--- src/rtl/mem_port_arbiter_pkg.sv ---
// rtl/mem_port_arbiter_pkg.sv - shared widths and defaults for the DDR port arbiter
package mem_port_arbiter_pkg;

    localparam int MEM_ADDRBITS        = 28;
    localparam int MEM_WIDTH           = 32;
    localparam int ARB_NUM_PORTS       = 4;
    localparam int ARB_PORT_BITS       = 2;
    localparam int ARB_MAX_OUTSTANDING = 4;
    localparam int ARB_CNT_BITS        = 16;
    localparam int ARB_BURST_BEATS     = 8;

    function automatic int tag_index_bits(int depth);
        return (depth > 1) ? $clog2(depth) : 1;
    endfunction

endpackage

--- src/rtl/mem_port_arbiter_if.sv ---
// rtl/mem_port_arbiter_if.sv - cache-side and memory-side signal bundle for mem_port_arbiter
// MEM_ARB_STATS_EN adds the per-port grant counter outputs.
interface mem_port_arbiter_if
    import mem_port_arbiter_pkg::*;
#(
    parameter int NUM_PORTS = ARB_NUM_PORTS,
    parameter int CNT_BITS  = ARB_CNT_BITS
) ();

    logic [NUM_PORTS-1:0]              i_rd_req;
    logic [NUM_PORTS*MEM_ADDRBITS-1:0] i_rd_addr;
    logic [NUM_PORTS-1:0]              o_rd_accept;
    logic [MEM_WIDTH-1:0]              o_rd_data;
    logic [NUM_PORTS-1:0]              o_rd_valid;
    logic                              o_rd_lastword;
    logic [NUM_PORTS-1:0]              i_wr_have;
    logic [NUM_PORTS*MEM_ADDRBITS-1:0] i_wr_addr;
    logic [NUM_PORTS*MEM_WIDTH-1:0]    i_wr_data;
    logic [NUM_PORTS-1:0]              o_wr_accept;
    logic [MEM_ADDRBITS-1:0]           o_mem_raddr;
    logic                              o_mem_rdata_req;
    logic                              i_mem_rdata_req_accepted;
    logic [MEM_ADDRBITS-1:0]           o_mem_waddr;
    logic [MEM_WIDTH-1:0]              o_mem_wdata;
    logic                              o_mem_wdata_have;
    logic                              i_mem_wdata_accept;
    logic [MEM_WIDTH-1:0]              i_mem_rdata;
    logic                              i_mem_rdata_valid;
    logic                              i_mem_rdata_lastword;
    logic                              o_err_orphan;
`ifdef MEM_ARB_STATS_EN
    logic [NUM_PORTS*CNT_BITS-1:0]     o_stat_rd_grants;
    logic [NUM_PORTS*CNT_BITS-1:0]     o_stat_wr_grants;
`endif

    modport master (
        input  i_rd_req, i_rd_addr, i_wr_have, i_wr_addr, i_wr_data,
        input  i_mem_rdata_req_accepted, i_mem_wdata_accept,
        input  i_mem_rdata, i_mem_rdata_valid, i_mem_rdata_lastword,
        output o_rd_accept, o_rd_data, o_rd_valid, o_rd_lastword, o_wr_accept,
        output o_mem_raddr, o_mem_rdata_req, o_mem_waddr, o_mem_wdata, o_mem_wdata_have,
        output o_err_orphan
`ifdef MEM_ARB_STATS_EN
        , output o_stat_rd_grants, o_stat_wr_grants
`endif
    );

    modport slave (
        output i_rd_req, i_rd_addr, i_wr_have, i_wr_addr, i_wr_data,
        output i_mem_rdata_req_accepted, i_mem_wdata_accept,
        output i_mem_rdata, i_mem_rdata_valid, i_mem_rdata_lastword,
        input  o_rd_accept, o_rd_data, o_rd_valid, o_rd_lastword, o_wr_accept,
        input  o_mem_raddr, o_mem_rdata_req, o_mem_waddr, o_mem_wdata, o_mem_wdata_have,
        input  o_err_orphan
`ifdef MEM_ARB_STATS_EN
        , input o_stat_rd_grants, o_stat_wr_grants
`endif
    );

endinterface

--- src/rtl/mem_port_arbiter_rr_arbiter.sv ---
// rtl/mem_port_arbiter_rr_arbiter.sv - round-robin winner select with a registered priority pointer
module rr_arbiter #(
    parameter int NUM_PORTS = 4,
    parameter int PORT_BITS = 2
) (
    input  logic                 i_clk,
    input  logic                 i_reset_n,
    input  logic [NUM_PORTS-1:0] req,
    input  logic                 advance,
    output logic [PORT_BITS-1:0] winner,
    output logic                 any_req
);

    logic [PORT_BITS-1:0] ptr;
    logic [PORT_BITS-1:0] cand;
    logic                 found;
    int                   idx;

    // Scan from ptr upward with wrap; the first requester seen wins.
    always_comb begin
        winner = '0;
        found  = 1'b0;
        idx    = 0;
        cand   = '0;
        for (int i = 0; i < NUM_PORTS; i++) begin
            idx = int'(ptr) + i;
            if (idx >= NUM_PORTS) begin
                idx = idx - NUM_PORTS;
            end
            cand = PORT_BITS'(idx);
            if (!found && req[cand]) begin
                found  = 1'b1;
                winner = cand;
            end
        end
    end

    assign any_req = |req;

    always_ff @(posedge i_clk or negedge i_reset_n) begin
        if (!i_reset_n) begin
            ptr <= '0;
        end else if (advance) begin
            ptr <= (int'(winner) == NUM_PORTS - 1) ? '0 : winner + 1'b1;
        end
    end

endmodule

--- src/rtl/mem_port_arbiter.sv ---
// rtl/mem_port_arbiter.sv - shares one DDR port between cache requesters; in-order tag queue steers read bursts back
// MEM_ARB_STATS_EN adds saturating per-port read/write grant counters.
module mem_port_arbiter
    import mem_port_arbiter_pkg::*;
#(
    parameter int NUM_PORTS       = ARB_NUM_PORTS,
    parameter int PORT_BITS       = ARB_PORT_BITS,
    parameter int MAX_OUTSTANDING = ARB_MAX_OUTSTANDING,
    parameter int CNT_BITS        = ARB_CNT_BITS
) (
    input  logic          i_clk,
    input  logic          i_reset_n,
    mem_port_arbiter_if.master bus
);

    localparam int QBITS = tag_index_bits(MAX_OUTSTANDING);

    logic [PORT_BITS-1:0] rd_win, wr_win;
    logic                 rd_any, wr_any;
    logic                 rd_grant, wr_grant;
    logic                 q_full, q_empty;
    logic                 beat_ok, pop;
    logic [NUM_PORTS-1:0] rd_accept, wr_accept;

    logic [PORT_BITS-1:0] tag_mem [MAX_OUTSTANDING];
    logic [QBITS-1:0]     wr_idx, rd_idx;
    logic [QBITS:0]       count;
    logic [PORT_BITS-1:0] head;
    logic                 orphan;

    rr_arbiter #(.NUM_PORTS(NUM_PORTS), .PORT_BITS(PORT_BITS)) u_rd_arb (
        .i_clk     (i_clk),
        .i_reset_n (i_reset_n),
        .req       (bus.i_rd_req),
        .advance   (rd_grant),
        .winner    (rd_win),
        .any_req   (rd_any)
    );

    rr_arbiter #(.NUM_PORTS(NUM_PORTS), .PORT_BITS(PORT_BITS)) u_wr_arb (
        .i_clk     (i_clk),
        .i_reset_n (i_reset_n),
        .req       (bus.i_wr_have),
        .advance   (wr_grant),
        .winner    (wr_win),
        .any_req   (wr_any)
    );

    // Full uses registered occupancy, so a same-cycle pop never frees a slot early.
    assign q_full   = (count == (QBITS+1)'(MAX_OUTSTANDING));
    assign q_empty  = (count == '0);
    assign rd_grant = rd_any && !q_full && bus.i_mem_rdata_req_accepted;
    assign wr_grant = wr_any && bus.i_mem_wdata_accept;

    assign rd_accept = rd_grant ? (NUM_PORTS'(1) << rd_win) : '0;
    assign wr_accept = wr_grant ? (NUM_PORTS'(1) << wr_win) : '0;

    assign bus.o_mem_rdata_req  = rd_any && !q_full;
    assign bus.o_rd_accept      = rd_accept;
    assign bus.o_mem_raddr      = rd_any ? bus.i_rd_addr[rd_win*MEM_ADDRBITS +: MEM_ADDRBITS] : '0;

    assign bus.o_mem_wdata_have = wr_any;
    assign bus.o_wr_accept      = wr_accept;
    assign bus.o_mem_waddr      = wr_any ? bus.i_wr_addr[wr_win*MEM_ADDRBITS +: MEM_ADDRBITS] : '0;
    assign bus.o_mem_wdata      = wr_any ? bus.i_wr_data[wr_win*MEM_WIDTH +: MEM_WIDTH] : '0;

    assign head    = tag_mem[rd_idx];
    assign beat_ok = bus.i_mem_rdata_valid && !q_empty;
    assign pop     = beat_ok && bus.i_mem_rdata_lastword;

    assign bus.o_rd_valid    = beat_ok ? (NUM_PORTS'(1) << head) : '0;
    assign bus.o_rd_data     = beat_ok ? bus.i_mem_rdata : '0;
    assign bus.o_rd_lastword = beat_ok && bus.i_mem_rdata_lastword;
    assign bus.o_err_orphan  = orphan;

    always_ff @(posedge i_clk) begin
        if (rd_grant) begin
            tag_mem[wr_idx] <= rd_win;
        end
    end

    always_ff @(posedge i_clk or negedge i_reset_n) begin
        if (!i_reset_n) begin
            wr_idx <= '0;
            rd_idx <= '0;
            count  <= '0;
            orphan <= 1'b0;
        end else begin
            if (rd_grant) begin
                wr_idx <= wr_idx + 1'b1;
            end
            if (pop) begin
                rd_idx <= rd_idx + 1'b1;
            end
            if (rd_grant && !pop) begin
                count <= count + 1'b1;
            end else if (!rd_grant && pop) begin
                count <= count - 1'b1;
            end
            if (bus.i_mem_rdata_valid && q_empty) begin
                orphan <= 1'b1;
            end
        end
    end

`ifdef MEM_ARB_STATS_EN
    for (genvar p = 0; p < NUM_PORTS; p++) begin : g_stat
        logic [CNT_BITS-1:0] rd_cnt, wr_cnt;

        always_ff @(posedge i_clk or negedge i_reset_n) begin
            if (!i_reset_n) begin
                rd_cnt <= '0;
                wr_cnt <= '0;
            end else begin
                if (rd_accept[p] && (rd_cnt != '1)) begin
                    rd_cnt <= rd_cnt + 1'b1;
                end
                if (wr_accept[p] && (wr_cnt != '1)) begin
                    wr_cnt <= wr_cnt + 1'b1;
                end
            end
        end

        assign bus.o_stat_rd_grants[p*CNT_BITS +: CNT_BITS] = rd_cnt;
        assign bus.o_stat_wr_grants[p*CNT_BITS +: CNT_BITS] = wr_cnt;
    end
`endif

endmodule

--- src/flat_wrapper.sv ---
// flat-port wrapper written by rule: the top's interface ports become plain ports
module mem_port_arbiter_flat import mem_port_arbiter_pkg::*;
#(
    parameter int NUM_PORTS       = ARB_NUM_PORTS,
    parameter int PORT_BITS       = ARB_PORT_BITS,
    parameter int MAX_OUTSTANDING = ARB_MAX_OUTSTANDING,
    parameter int CNT_BITS        = ARB_CNT_BITS
)
  (i_clk, i_reset_n, bus_i_rd_req, bus_i_rd_addr, bus_i_wr_have, bus_i_wr_addr, bus_i_wr_data, bus_i_mem_rdata_req_accepted, bus_i_mem_wdata_accept, bus_i_mem_rdata, bus_i_mem_rdata_valid, bus_i_mem_rdata_lastword, bus_o_rd_accept, bus_o_rd_data, bus_o_rd_valid, bus_o_rd_lastword, bus_o_wr_accept, bus_o_mem_raddr, bus_o_mem_rdata_req, bus_o_mem_waddr, bus_o_mem_wdata, bus_o_mem_wdata_have, bus_o_err_orphan);
  mem_port_arbiter_if #(.NUM_PORTS(NUM_PORTS), .CNT_BITS(CNT_BITS)) bus_i ();
  input  logic i_clk;
  input  logic i_reset_n;
  input wire logic [$bits(bus_i.i_rd_req)-1:0] bus_i_rd_req;
  input wire logic [$bits(bus_i.i_rd_addr)-1:0] bus_i_rd_addr;
  input wire logic [$bits(bus_i.i_wr_have)-1:0] bus_i_wr_have;
  input wire logic [$bits(bus_i.i_wr_addr)-1:0] bus_i_wr_addr;
  input wire logic [$bits(bus_i.i_wr_data)-1:0] bus_i_wr_data;
  input wire logic [$bits(bus_i.i_mem_rdata_req_accepted)-1:0] bus_i_mem_rdata_req_accepted;
  input wire logic [$bits(bus_i.i_mem_wdata_accept)-1:0] bus_i_mem_wdata_accept;
  input wire logic [$bits(bus_i.i_mem_rdata)-1:0] bus_i_mem_rdata;
  input wire logic [$bits(bus_i.i_mem_rdata_valid)-1:0] bus_i_mem_rdata_valid;
  input wire logic [$bits(bus_i.i_mem_rdata_lastword)-1:0] bus_i_mem_rdata_lastword;
  output wire logic [$bits(bus_i.o_rd_accept)-1:0] bus_o_rd_accept;
  output wire logic [$bits(bus_i.o_rd_data)-1:0] bus_o_rd_data;
  output wire logic [$bits(bus_i.o_rd_valid)-1:0] bus_o_rd_valid;
  output wire logic [$bits(bus_i.o_rd_lastword)-1:0] bus_o_rd_lastword;
  output wire logic [$bits(bus_i.o_wr_accept)-1:0] bus_o_wr_accept;
  output wire logic [$bits(bus_i.o_mem_raddr)-1:0] bus_o_mem_raddr;
  output wire logic [$bits(bus_i.o_mem_rdata_req)-1:0] bus_o_mem_rdata_req;
  output wire logic [$bits(bus_i.o_mem_waddr)-1:0] bus_o_mem_waddr;
  output wire logic [$bits(bus_i.o_mem_wdata)-1:0] bus_o_mem_wdata;
  output wire logic [$bits(bus_i.o_mem_wdata_have)-1:0] bus_o_mem_wdata_have;
  output wire logic [$bits(bus_i.o_err_orphan)-1:0] bus_o_err_orphan;
  assign bus_i.i_rd_req = bus_i_rd_req;
  assign bus_i.i_rd_addr = bus_i_rd_addr;
  assign bus_i.i_wr_have = bus_i_wr_have;
  assign bus_i.i_wr_addr = bus_i_wr_addr;
  assign bus_i.i_wr_data = bus_i_wr_data;
  assign bus_i.i_mem_rdata_req_accepted = bus_i_mem_rdata_req_accepted;
  assign bus_i.i_mem_wdata_accept = bus_i_mem_wdata_accept;
  assign bus_i.i_mem_rdata = bus_i_mem_rdata;
  assign bus_i.i_mem_rdata_valid = bus_i_mem_rdata_valid;
  assign bus_i.i_mem_rdata_lastword = bus_i_mem_rdata_lastword;
  assign bus_o_rd_accept = bus_i.o_rd_accept;
  assign bus_o_rd_data = bus_i.o_rd_data;
  assign bus_o_rd_valid = bus_i.o_rd_valid;
  assign bus_o_rd_lastword = bus_i.o_rd_lastword;
  assign bus_o_wr_accept = bus_i.o_wr_accept;
  assign bus_o_mem_raddr = bus_i.o_mem_raddr;
  assign bus_o_mem_rdata_req = bus_i.o_mem_rdata_req;
  assign bus_o_mem_waddr = bus_i.o_mem_waddr;
  assign bus_o_mem_wdata = bus_i.o_mem_wdata;
  assign bus_o_mem_wdata_have = bus_i.o_mem_wdata_have;
  assign bus_o_err_orphan = bus_i.o_err_orphan;
  mem_port_arbiter #(.NUM_PORTS(NUM_PORTS), .PORT_BITS(PORT_BITS), .MAX_OUTSTANDING(MAX_OUTSTANDING), .CNT_BITS(CNT_BITS)) u_core (.i_clk(i_clk), .i_reset_n(i_reset_n), .bus(bus_i));
endmodule
--- config.mk ---
export PLATFORM = sky130hd
export DESIGN_NAME = mem_port_arbiter_flat
export DESIGN_NICKNAME = d
export VERILOG_FILES = /design/src/rtl/mem_port_arbiter_pkg.sv /design/src/rtl/mem_port_arbiter_if.sv /design/src/rtl/mem_port_arbiter_rr_arbiter.sv /design/src/rtl/mem_port_arbiter.sv /design/src/flat_wrapper.sv
export SDC_FILE = /design/constraint.sdc
export NUM_CORES = 1
export LEC_CHECK = 0
export BUFFER_PORTS_ARGS = -buffer_cell sky130_fd_sc_hd__buf_4
export CORE_AREA = 5 5 207 209
export DETAILED_ROUTE_END_ITERATION = 12
export DIE_AREA = 0 0 212 214
export RECOVER_POWER = 50
export SLEW_MARGIN = 20
export SYNTH_ARGS = -nofsm -noshare
export SYNTH_HDL_FRONTEND = slang
export SYNTH_SLANG_ARGS = --single-unit
--- constraint.sdc ---
create_clock -name i_clk -period 3 [get_ports i_clk]
set_input_delay 0.3 -clock i_clk [delete_from_list [all_inputs] [get_ports i_clk]]
set_output_delay 0.3 -clock i_clk [all_outputs]
set_load 0.005 [all_outputs]
==> flow_metrics.tcl, run 1 <==
set metrics [dict create \
    status "finished clean" \
    cp-end-kind "output pin" \
    grt_max_degree 47 \
    wl_per_cell_um 15.9 \
    power.total_mw 5.03 \
    grt_first_pass_wirelength_um 34500 \
    placedCellCount 1502 \
    n_antenna_cell 0 \
    wirelength_um 24000 \
    synth-edff-count 8 \
    drv_slew 0 \
    synth_area_um2 4060 \
    crit_slowest_cell "dfrtp_1" \
    cts_buffers 3 \
    clock_latency_ns 0.25 \
    stdcell_area_um2 8780 \
    clockRootBuffer "clkbuf_16" \
    grt-ovfl-total 0 \
    grt_pass1_vias 5969 \
    r2r_slack_ns 0.37 \
    die_area_um2 45400 \
    area_growth_syn_to_layout_pct 116 \
    synth_warnings 0 \
    clk_path_buf_depth 2 \
    startpoint_type "register" \
    post-route-util_pct 21.6 \
    antenna_found_initial 2 \
    rows 74 \
    core_um2 40600 \
    p_per_area_nw_per_um2 573 \
    reg2reg_depth 9 \
    ys_seq_elements 20 \
    report.final.hold_viol_count 0 \
    postCtsSetupBuffers 0 \
    synthArstFlopShare_pct 60.0 \
    worstPathRequired_ns 2.70 \
    drc 0 \
    peakVddDrop_mv 0.245 \
    gp_congestion 0.891 \
    postCtsHoldBufs 1 \
    dp_hpwl_um 21200 \
    critPathKind "reg2out" \
    syn-num-nets 874 \
    fin_worst_skew_ns 0.00127 \
    layout-drive-gt1-share_pct 57.0 \
    fmax_mhz 365 \
    crit_end "bus_o_mem_wdata[18]" \
    placement.io_buffers 533 \
    start_util_pct 9.99 \
    clkTransAtPathRegs_ns 0.06 \
    fin_setup_tns_ns 0 \
    synth.distinct_cells 37 \
    crit_path_max_fanout 46 \
    startpoint "u_core.u_wr_arb.ptr[1]$_DFFE_PN0P_" \
    grt_setup_unrepaired "false" \
    cp.arrival_ns 2.44 \
    syn_inst 462 \
    maxCapViolCount 0 \
    dr_total_vias 5681 \
    worst_slew_margin_rel_pct 28.7 \
    detail_route.vias_per_cell 3.77 \
    instances_no_fill 1507 \
    leakage_nw 4.66 \
    drtIter0Drc 227 \
    clock_sinks 20 \
    fin_crit_sh_pct 91.4 \
    setup_viol 0 \
    avgSynthCellArea_um2 8.79 \
    regToRegStartpoint "u_core.count[0]$_DFFE_PN0P_" \
    hp-class "in2reg" \
    drtPass1Iterations 4 \
    worstMarginPinSlew_ns 1.07 \
    placed_cell_area_um2 8710 \
    cp_slowest_stage_delay_ns 0.48 \
    io_pins 534 \
    fin_nets 1388 \
    h-tree-depth 1 \
    dieHeight_um 214 \
    r2r_end "u_core.count[2]$_DFFE_PN0P_" \
    worstPathCellList "inv_2 -> a221oi_2 -> nand3_4 -> buf_12 -> mux2i_1 -> o22ai_1 -> buf_4" \
    cts_resized 0 \
    track_usage_pct 9.50 \
    period_minus_slack_ns 2.74 \
    postRouteAntennaNets 0 \
    die_x_um 212 \
    num-fill-cells 4462 \
    cts_tree "yes" \
    synth_flop_cell "dfrtp_1" \
    yosysSeqAreaShare_pct 13.3 \
]
[critical path: cells and delay by family (launching register included)]
kind / cells / cell delay, ns
and+or+nand+nor: 1 / 0.31
muxes: 1 / 0.34
DFF: 1 / 0.48
AOI/OAI and AO/OA: 2 / 0.46
buffers and inverters: 3 / 0.53
[through the flow]
stage | hold slack (ns) | setup WS [ns]
final | 0.270 | 0.258
after global routing | 0.278 | 0.106
after CTS | 0.270 | 0.201
after detailed placement | 0.164 | 0.506
after global placement | 0.163 | 0.533
after floorplan | 0.00441 | 0.835
[kinds of logic (layout without fill, tap and decap cells)]
kind of cell             count (synthesis)  after routing  share of synthesized area, %
multiplexers                           183            183                          45.8
AO/OA/AOI/OAI                          102            102                          16.2
AND/OR/NAND/NOR                         85             85                          11.9
buffers and inverters                   52            565                          7.02
flip-flops                              20             20                          13.3
adder cells (fa/ha/maj)                 14             14                          4.50
XOR/XNOR                                 6              6                          1.29
[registers in the layout, summed over array words and instances (netlist names)]
name / flops
u_core.bus.o_err_orphan: 1
u_core.tag_mem: 8
u_core.u_wr_arb.ptr: 2
u_core.wr_idx: 2
u_core.rd_idx: 2
u_core.u_rd_arb.ptr: 2
u_core.count: 3
[how the worst min path moves through the flow]
| stage | start | end | slack, ns | cells after the start |
|---|---|---|---|---|
| floorplan | i_reset_n | u_core.bus.o_err_orphan$_DFFE_PN0P_ | 0.004 | 0 |
| global placement | i_reset_n | u_core.rd_idx[1]$_DFFE_PN0P_ | 0.16 | 1 |
| detailed placement | i_reset_n | u_core.rd_idx[1]$_DFFE_PN0P_ | 0.16 | 1 |
| CTS | bus_i_mem_rdata_valid | u_core.bus.o_err_orphan$_DFFE_PN0P_ | 0.27 | 2 |
| global route | bus_i_mem_rdata_valid | u_core.bus.o_err_orphan$_DFFE_PN0P_ | 0.28 | 2 |
| finish | bus_i_mem_rdata_valid | u_core.bus.o_err_orphan$_DFFE_PN0P_ | 0.27 | 2 |
[layer usage]
| layer | up-vias | share of wire, % | global-route usage, % | wire, um |
|---|---|---|---|---|
| met2 | 287 | 53 | 18.4 | 12800 |
| li1 | 2791 | - | - | - |
| met1 | 2571 | 36 | 10.6 | 8620 |
| met3 | 28 | 8.7 | 2.17 | 2080 |
| met4 | 4 | 1.8 | 1.52 | 437 |
| met5 | - | 0.11 | 0 | 27 |
[synth_stat cells (all sizes together) (3+ instances only)]
library cell / count / area, um2
o22ai: 89 / 557
mux2: 4 / 45.0
nor2b: 5 / 31.3
mux2i: 177 / 1770
a21oi: 6 / 37.5
nor3: 3 / 15.0
and2: 34 / 213
clkbuf: 20 / 75.1
nand3: 4 / 25.0
xnor2: 4 / 35.0
buf: 22 / 173
dfrtp: 12 / 300
nor2: 12 / 45.0
inv: 10 / 37.5
and3: 13 / 81.3
edfxtp: 8 / 240
ha: 13 / 163
nand2: 8 / 30.0
[power breakdown]
part | internal, mW | switching, mW
Combinational | 2.24 | 1.91
Clock | 0.265 | 0.105
Sequential | 0.406 | 0.108
[layout by cell type, fill, tap and decap left out, drive strengths merged, types with 3 or more instances in the layout]
| cell | netlist | routed |
|---|---|---|
| inv | 10 | 10 |
| ha | 13 | 13 |
| buf | 22 | 524 |
| a21oi | 6 | 6 |
| o22ai | 89 | 89 |
| xnor2 | 4 | 4 |
| mux2i | 177 | 177 |
| nor3 | 3 | 3 |
| nor2b | 5 | 5 |
| nor2 | 12 | 12 |
| nand3 | 4 | 4 |
| and3 | 13 | 13 |
| edfxtp | 8 | 8 |
| mux2 | 4 | 4 |
| nand2 | 8 | 8 |
| clkbuf | 20 | 29 |
| dfrtp | 12 | 12 |
| and2 | 34 | 34 |
[cell type report]
class                   instances  area, um2  share of cell area (%)
multi-input cells             390       3260                    37.1
inverters                      10       37.5                   0.427
repair buffers                551       4180                    47.5
clock buffers                   3       75.1                   0.855
flip-flops and latches         20        541                    6.15
clock inverters                 1       30.0                   0.342
well taps                     532        666                    7.58
Note: power is estimated with default switching activity, not from simulation.
==> inputs of run 2 (changes only) <==
--- a/config.mk
+++ b/config.mk
@@ -10,6 +10,7 @@
 export DETAILED_ROUTE_END_ITERATION = 12
 export DIE_AREA = 0 0 212 214
 export RECOVER_POWER = 50
+export REMOVE_ABC_BUFFERS = 1
 export SLEW_MARGIN = 20
 export SYNTH_ARGS = -nofsm -noshare
 export SYNTH_HDL_FRONTEND = slang
==> run 2 against run 1 <==
Net effect:
- largest cell class unchanged
- via count about the same
- worst setup slack got worse by 0.030 ns
- final area decreased by 0.34%
- clock skew about the same
- worst hold slack got worse by 0.0077 ns
- routed wire length decreased by 4.1%
- global-route usage decreased by 0.40 points
- sequential power decreased by 0.8%
- fmax decreased by 1.1%
- power decreased by 0.84%
- non-clock buffer count decreased by 3
==> flow_metrics.tcl, run 2 (same netlist as run 1, synthesis figures left out) <==
set metrics [dict create \
    drc 0 \
    crit_path_max_fanout 90 \
    fin_setup_tns_ns 0 \
    num-fill-cells 4449 \
    regToRegStartpoint "u_core.count[0]$_DFFE_PN0P_" \
    n_antenna_cell 0 \
    instances_no_fill 1504 \
    final_common_cell "buf_4" \
    core_um2 40600 \
    rows 74 \
    fmax_mhz 361 \
    dr_total_vias 5678 \
    p_per_area_nw_per_um2 570 \
    cts_tree "yes" \
    clock_latency_ns 0.25 \
    grt_setup_unrepaired "false" \
    grt_first_pass_wirelength_um 33500 \
    start_util_pct 9.99 \
    drtIter0Drc 215 \
    dp_hpwl_um 20200 \
    regMostFlops "u_core.tag_mem" \
    maxCapViolCount 0 \
    critPathKind "reg2out" \
    fin_crit_sh_pct 92.4 \
    hp-class "in2reg" \
    cp-end-kind "output pin" \
    post-route-util_pct 21.5 \
    fin_ws_ns 0.228 \
    detail_route.vias_per_cell 3.78 \
    stdcell_area_um2 8750 \
    setup_viol 0 \
    leakage_nw 4.64 \
    gp_congestion 0.900 \
    postCtsSetupBuffers 0 \
    dieHeight_um 214 \
    placement.io_buffers 533 \
    clkTransAtPathRegs_ns 0.06 \
    drv_slew 0 \
    wl_per_cell_um 15.3 \
    cts_buffers 3 \
    worstPathRequired_ns 2.70 \
    period_minus_slack_ns 2.77 \
    area_growth_syn_to_layout_pct 116 \
    wirelength_um 23000 \
    fin_worst_skew_ns 0.00175 \
    layout-drive-gt1-share_pct 57.0 \
    placed_cell_area_um2 8670 \
    post-place-ws_ns 0.264 \
    antenna_found_initial 1 \
    die_area_um2 45400 \
    startpoint_type "register" \
    fin_nets 1385 \
    clockRootBuffer "clkbuf_16" \
    worst_slew_margin_rel_pct 51.5 \
    postRouteAntennaNets 0 \
    cp.arrival_ns 2.47 \
    worstMarginPinSlew_ns 0.727 \
    track_usage_pct 9.10 \
    status "finished clean" \
    peakVddDrop_mv 0.330 \
    min_from "bus_i_mem_rdata_valid" \
    clk_path_buf_depth 2 \
    grt_max_degree 91 \
    grt-ovfl-total 0 \
    largest_reg_flops 8 \
    drtPass1Iterations 4 \
    clock_sinks 20 \
    startpoint "u_core.u_wr_arb.ptr[1]$_DFFE_PN0P_" \
    grt_pass1_vias 6077 \
    top_regs "u_core.tag_mem x8, u_core.count x3" \
    final_cell_mix "509 x buf_4, 177 x mux2i_1, 89 x o22ai_1" \
    placedCellCount 1499 \
    report.final.hold_viol_count 0 \
    die_x_um 212 \
    h-tree-depth 1 \
    io_pins 534 \
]
## run 2: cell count changes in the layout (fill, tap and decap cells not counted), moves of 3 or more
cell,delta
and2_0,-4
clkbuf_4,+5
and2_1,+4
buf_4,-9
buf_12,-3
## run 2: worst max-delay path, stage by stage (launching register included)
cell,delay [ns]
dfrtp_1,0.46
nor2b_1,0.21
nand3_1,0.14
nand3_4,0.10
buf_16,0.31
buf_4,0.33
mux2i_1,0.23
o22ai_1,0.10
buf_4,0.15
## run 2: final timing paths
| check | end | slack, ns | cells past startpoint |
|---|---|---|---|
| max reg2reg | u_core.count[2]$_DFFE_PN0P_ | 0.35 | 9 |
| min | u_core.bus.o_err_orphan$_DFFE_PN0P_ | 0.26 | 2 |
| max in group asynchronous | u_core.wr_idx[0]$_DFFE_PN0P_ | 1.95 | 2 |
| max | bus_o_mem_wdata[29] | 0.23 | 8 |
| min reg2reg | u_core.bus.o_err_orphan$_DFFE_PN0P_ | 0.48 | 1 |
| min in group asynchronous | u_core.rd_idx[1]$_DFFE_PN0P_ | 0.61 | 2 |
## run 2: through the flow
step,hold WS [ns],power [mW]
after floorplan,0.00441,2.78
after global placement,0.154,4.64
after detailed placement,0.155,4.70
after CTS,0.254,5.08
after global routing,0.259,5.36
final,0.262,4.99
## run 2: area by class of cell
type                            instances  area [um2]  area share (%)
Inverter                               10        37.5           0.429
Sequential cell                        20         541            6.17
Clock buffer                            3        75.1           0.858
Tap cell                              532         666            7.60
Clock inverter                          1        30.0           0.343
Timing Repair Buffer                  548        4130            47.2
Multi-Input combinational cell        390        3270            37.4
## run 2: power breakdown
| group | switching [mW] | internal [mW] | leakage (nW) | total [mW] |
|---|---|---|---|---|
| clock network | 0.0986 | 0.265 | 0.0511 | 0.363 |
| registers | 0.103 | 0.406 | 0.211 | 0.510 |
| logic | 1.90 | 2.22 | 4.38 | 4.12 |
## run 2: timing repair
action	CTS	global route
endpoints found under the hold margin	12	0
gates resized for setup	0	3
endpoints found under the setup margin	0	2
hold buffers	1	0
## run 2: metal layers
layer | share of wire, % | GRT usage, % | wire length (um)
met1 | 37 | 10.5 | 8510
met2 | 52 | 16.9 | 11900
met3 | 8.6 | 1.92 | 1970
met4 | 2.8 | 2.40 | 653
met5 | 0 | 0 | 0
==> inputs of run 3 (changes only) <==
--- a/config.mk
+++ b/config.mk
@@ -5,10 +5,11 @@
 export SDC_FILE = /design/constraint.sdc
 export NUM_CORES = 1
 export LEC_CHECK = 0
+export ABC_AREA = 1
 export BUFFER_PORTS_ARGS = -buffer_cell sky130_fd_sc_hd__buf_4
-export CORE_AREA = 5 5 207 209
+export CORE_AREA = 5 5 205 207
 export DETAILED_ROUTE_END_ITERATION = 12
-export DIE_AREA = 0 0 212 214
+export DIE_AREA = 0 0 210 212
 export RECOVER_POWER = 50
 export REMOVE_ABC_BUFFERS = 1
 export SLEW_MARGIN = 20
==> run 3 against run 2 <==
Net effect:
- via count up 63%
- fmax shrank 1.7%
- count of clock-buffer cells in the layout did not move
- area after synthesis up 40%
- largest power group unchanged
==> flow_metrics.tcl, run 3 <==
set metrics [dict create \
    synth-edff-count 8 \
    critPathKind "reg2out" \
    syn_inst 1218 \
    layout-drive-gt1-share_pct 34.1 \
    final_common_cell "buf_4" \
    r2r_end "u_core.count[2]$_DFFE_PN0P_" \
    clk_path_buf_depth 2 \
    fin_crit_sh_pct 94.0 \
    drtIter0Drc 547 \
    ys_seq_elements 20 \
    dieHeight_um 212 \
    yosysMostFrequentCell "nand2_1" \
    worstMarginPinSlew_ns 0.872 \
    timing.hold.ws_ns 0.327 \
    synth.distinct_cells 32 \
    synth_flop_cell "dfrtp_1" \
    cpLargestDelayFamily "simple AND/OR/NAND/NOR gates" \
    synth_area_um2 5680 \
    final_cell_mix "499 x buf_4, 424 x nand2_1, 290 x nor2_1" \
    r2r_slack_ns 0.61 \
    placement.io_buffers 533 \
    avgSynthCellArea_um2 4.66 \
    cp.arrival_ns 2.52 \
    drtPass1Iterations 6 \
    antenna_found_initial 0 \
    report.final.hold_viol_count 0 \
    hold_end "u_core.bus.o_err_orphan$_DFFE_PN0P_" \
    fin_setup_tns_ns 0 \
    detail_route.vias_per_cell 4.14 \
    dp_hpwl_um 27300 \
    synth_warnings 0 \
    grt-ovfl-total 0 \
    grt_max_degree 63 \
    track_usage_pct 13.0 \
    worstPathRequired_ns 2.70 \
    top_regs "u_core.tag_mem x8, u_core.count x3" \
    cts_tree "yes" \
    synthArstFlopShare_pct 60.0 \
    clockRootBuffer "clkbuf_16" \
    hp-class "in2reg" \
    path_buf_inv 3 \
    n_antenna_cell 0 \
    peakVddDrop_mv 0.671 \
    reg2reg_depth 9 \
    synth.area.top_cells "nand2_1 28%, nor2_1 19%, nand3_1 19%, inv_1 8.3%, dfrtp_1 5.3%" \
    drc 0 \
    min_from "bus_i_mem_rdata_valid" \
    synth_common_cells "425 x nand2_1, 290 x nor2_1, 214 x nand3_1" \
    cts_buffers 3 \
    yosys.area.top_type "nand2_1" \
    die_area_um2 44500 \
    startpoint_type "register" \
    grt_first_pass_wirelength_um 46900 \
    die_x_um 210 \
    hold_depth 2 \
    clock_sinks 20 \
    grt_pass1_vias 8509 \
    fin_nets 2110 \
    cp_slowest_stage_delay_ns 0.48 \
    largest_reg_flops 8 \
    power.total_mw 14.5 \
    start_util_pct 14.1 \
    wirelength_um 33700 \
    maxCapViolCount 0 \
    io_pins 534 \
    fin_ws_ns 0.179 \
    num-fill-cells 4554 \
    yosysSeqAreaShare_pct 9.52 \
    postRouteAntennaNets 0 \
    regMostFlops "u_core.tag_mem" \
    fin_worst_skew_ns 0.00439 \
    crit_slowest_cell "dfrtp_2" \
    rows 74 \
    regToRegStartpoint "u_core.count[0]$_DFFE_PN0P_" \
    dr_total_vias 9237 \
    p_per_area_nw_per_um2 1390 \
    fmax_mhz 355 \
    period_minus_slack_ns 2.82 \
    post-route-util_pct 25.9 \
    worstPathCellList "inv_2 -> nand2_1 -> nand2_1 -> nand2_1 -> nand2_1 -> nand2_1 -> nand2_1 -> nand2_1 -> nand2_2 -> buf_6 -> nand3_1 -> nand3_1 -> nand2_1 -> nor2_1 -> buf_4" \
    synth_top_cell_area_share_pct 28.1 \
    core_um2 40200 \
    post-place-ws_ns 0.199 \
    area_growth_syn_to_layout_pct 83.6 \
    worst_slew_margin_rel_pct 41.9 \
    h-tree-depth 1 \
    drv_slew 0 \
    leakage_nw 6.19 \
    status "finished clean" \
    gp_congestion 0.974 \
    crit_path_max_fanout 56 \
    wl_per_cell_um 15.1 \
    clock_latency_ns 0.25 \
    worst_path_most_repeated_cell "nand2_1" \
    setup_viol 0 \
    clkTransAtPathRegs_ns 0.06 \
    cp-end-kind "output pin" \
]
## run 3: final cells by class
cell class / count / area [um2] / share of cell area [%]
multi-input cells: 984 / 4250 / 40.8
inverters: 131 / 494 / 4.74
clock inverters: 1 / 30.0 / 0.288
flip-flops and latches: 20 / 543 / 5.21
repair buffers: 558 / 4360 / 41.9
well taps: 532 / 666 / 6.39
clock buffers: 3 / 75.1 / 0.720
## run 3: repair_timing
item,4_1_cts,5_1_grt
endpoints found under the hold margin,12,0
setup buffers,0,3
setup endpoints to repair,11,57
pin swaps,0,1
hold buffers,1,0
gates resized for setup,1,4
cloned,0,3
## run 3: how the worst max path moves through the flow
stage / endpoint / from / slack (ns) / depth (start not counted)
CTS: bus_o_mem_waddr[27] / u_core.u_wr_arb.ptr[0]$_DFFE_PN0P_ / 0.05 / 16
global route: bus_o_wr_accept[0] / u_core.u_wr_arb.ptr[0]$_DFFE_PN0P_ / -0.005 / 14
finish: bus_o_mem_raddr[22] / u_core.u_rd_arb.ptr[0]$_DFFE_PN0P_ / 0.18 / 15
global placement: bus_o_mem_waddr[3] / u_core.u_wr_arb.ptr[0]$_DFFE_PN0P_ / 0.34 / 16
detailed placement: bus_o_mem_waddr[27] / u_core.u_wr_arb.ptr[0]$_DFFE_PN0P_ / 0.20 / 16
floorplan: bus_o_rd_accept[0] / u_core.u_rd_arb.ptr[0]$_DFFE_PN0P_ / -1.46 / 10
## run 3: report_power, final
group | leakage, nW | switching, mW | internal (mW) | total (mW)
sequential | 0.211 | 0.115 | 0.444 | 0.559
clock | 0.0511 | 0.107 | 0.265 | 0.372
combinational | 5.93 | 7.80 | 5.75 | 13.6
total | 6.19 | 8.02 | 6.46 | 14.5
## run 3: cell families (layout without fill, tap and decap cells)
kind of cell	count (synthesis)	after routing	synth area share, %
flops	20	20	9.52
fa+ha+maj	14	14	3.22
xor+xnor	5	5	0.771
simple gates	946	946	68.2
buf+inv	214	693	16.1
compound gates	18	18	2.01
mux	1	1	0.198
## run 3: metrics by stage
| step | instance area [um2] | std cells |
|---|---|---|
| floorplan | 5260 | 1135 |
| finish | 10400 | 2229 |
| detailed placement | 10200 | 2218 |
| global placement | 10200 | 2218 |
| global route | 10400 | 2229 |
| CTS | 10400 | 2223 |
## run 3: metal layers
metal  vias to the layer above  global-route usage, %  wire, um
met5                         -                      0         0
met1                      4065                   15.4     12900
li1                       4663                      -         -
met2                       465                   23.4     16700
met4                         0                   3.24       867
met3                        44                   3.41      3230
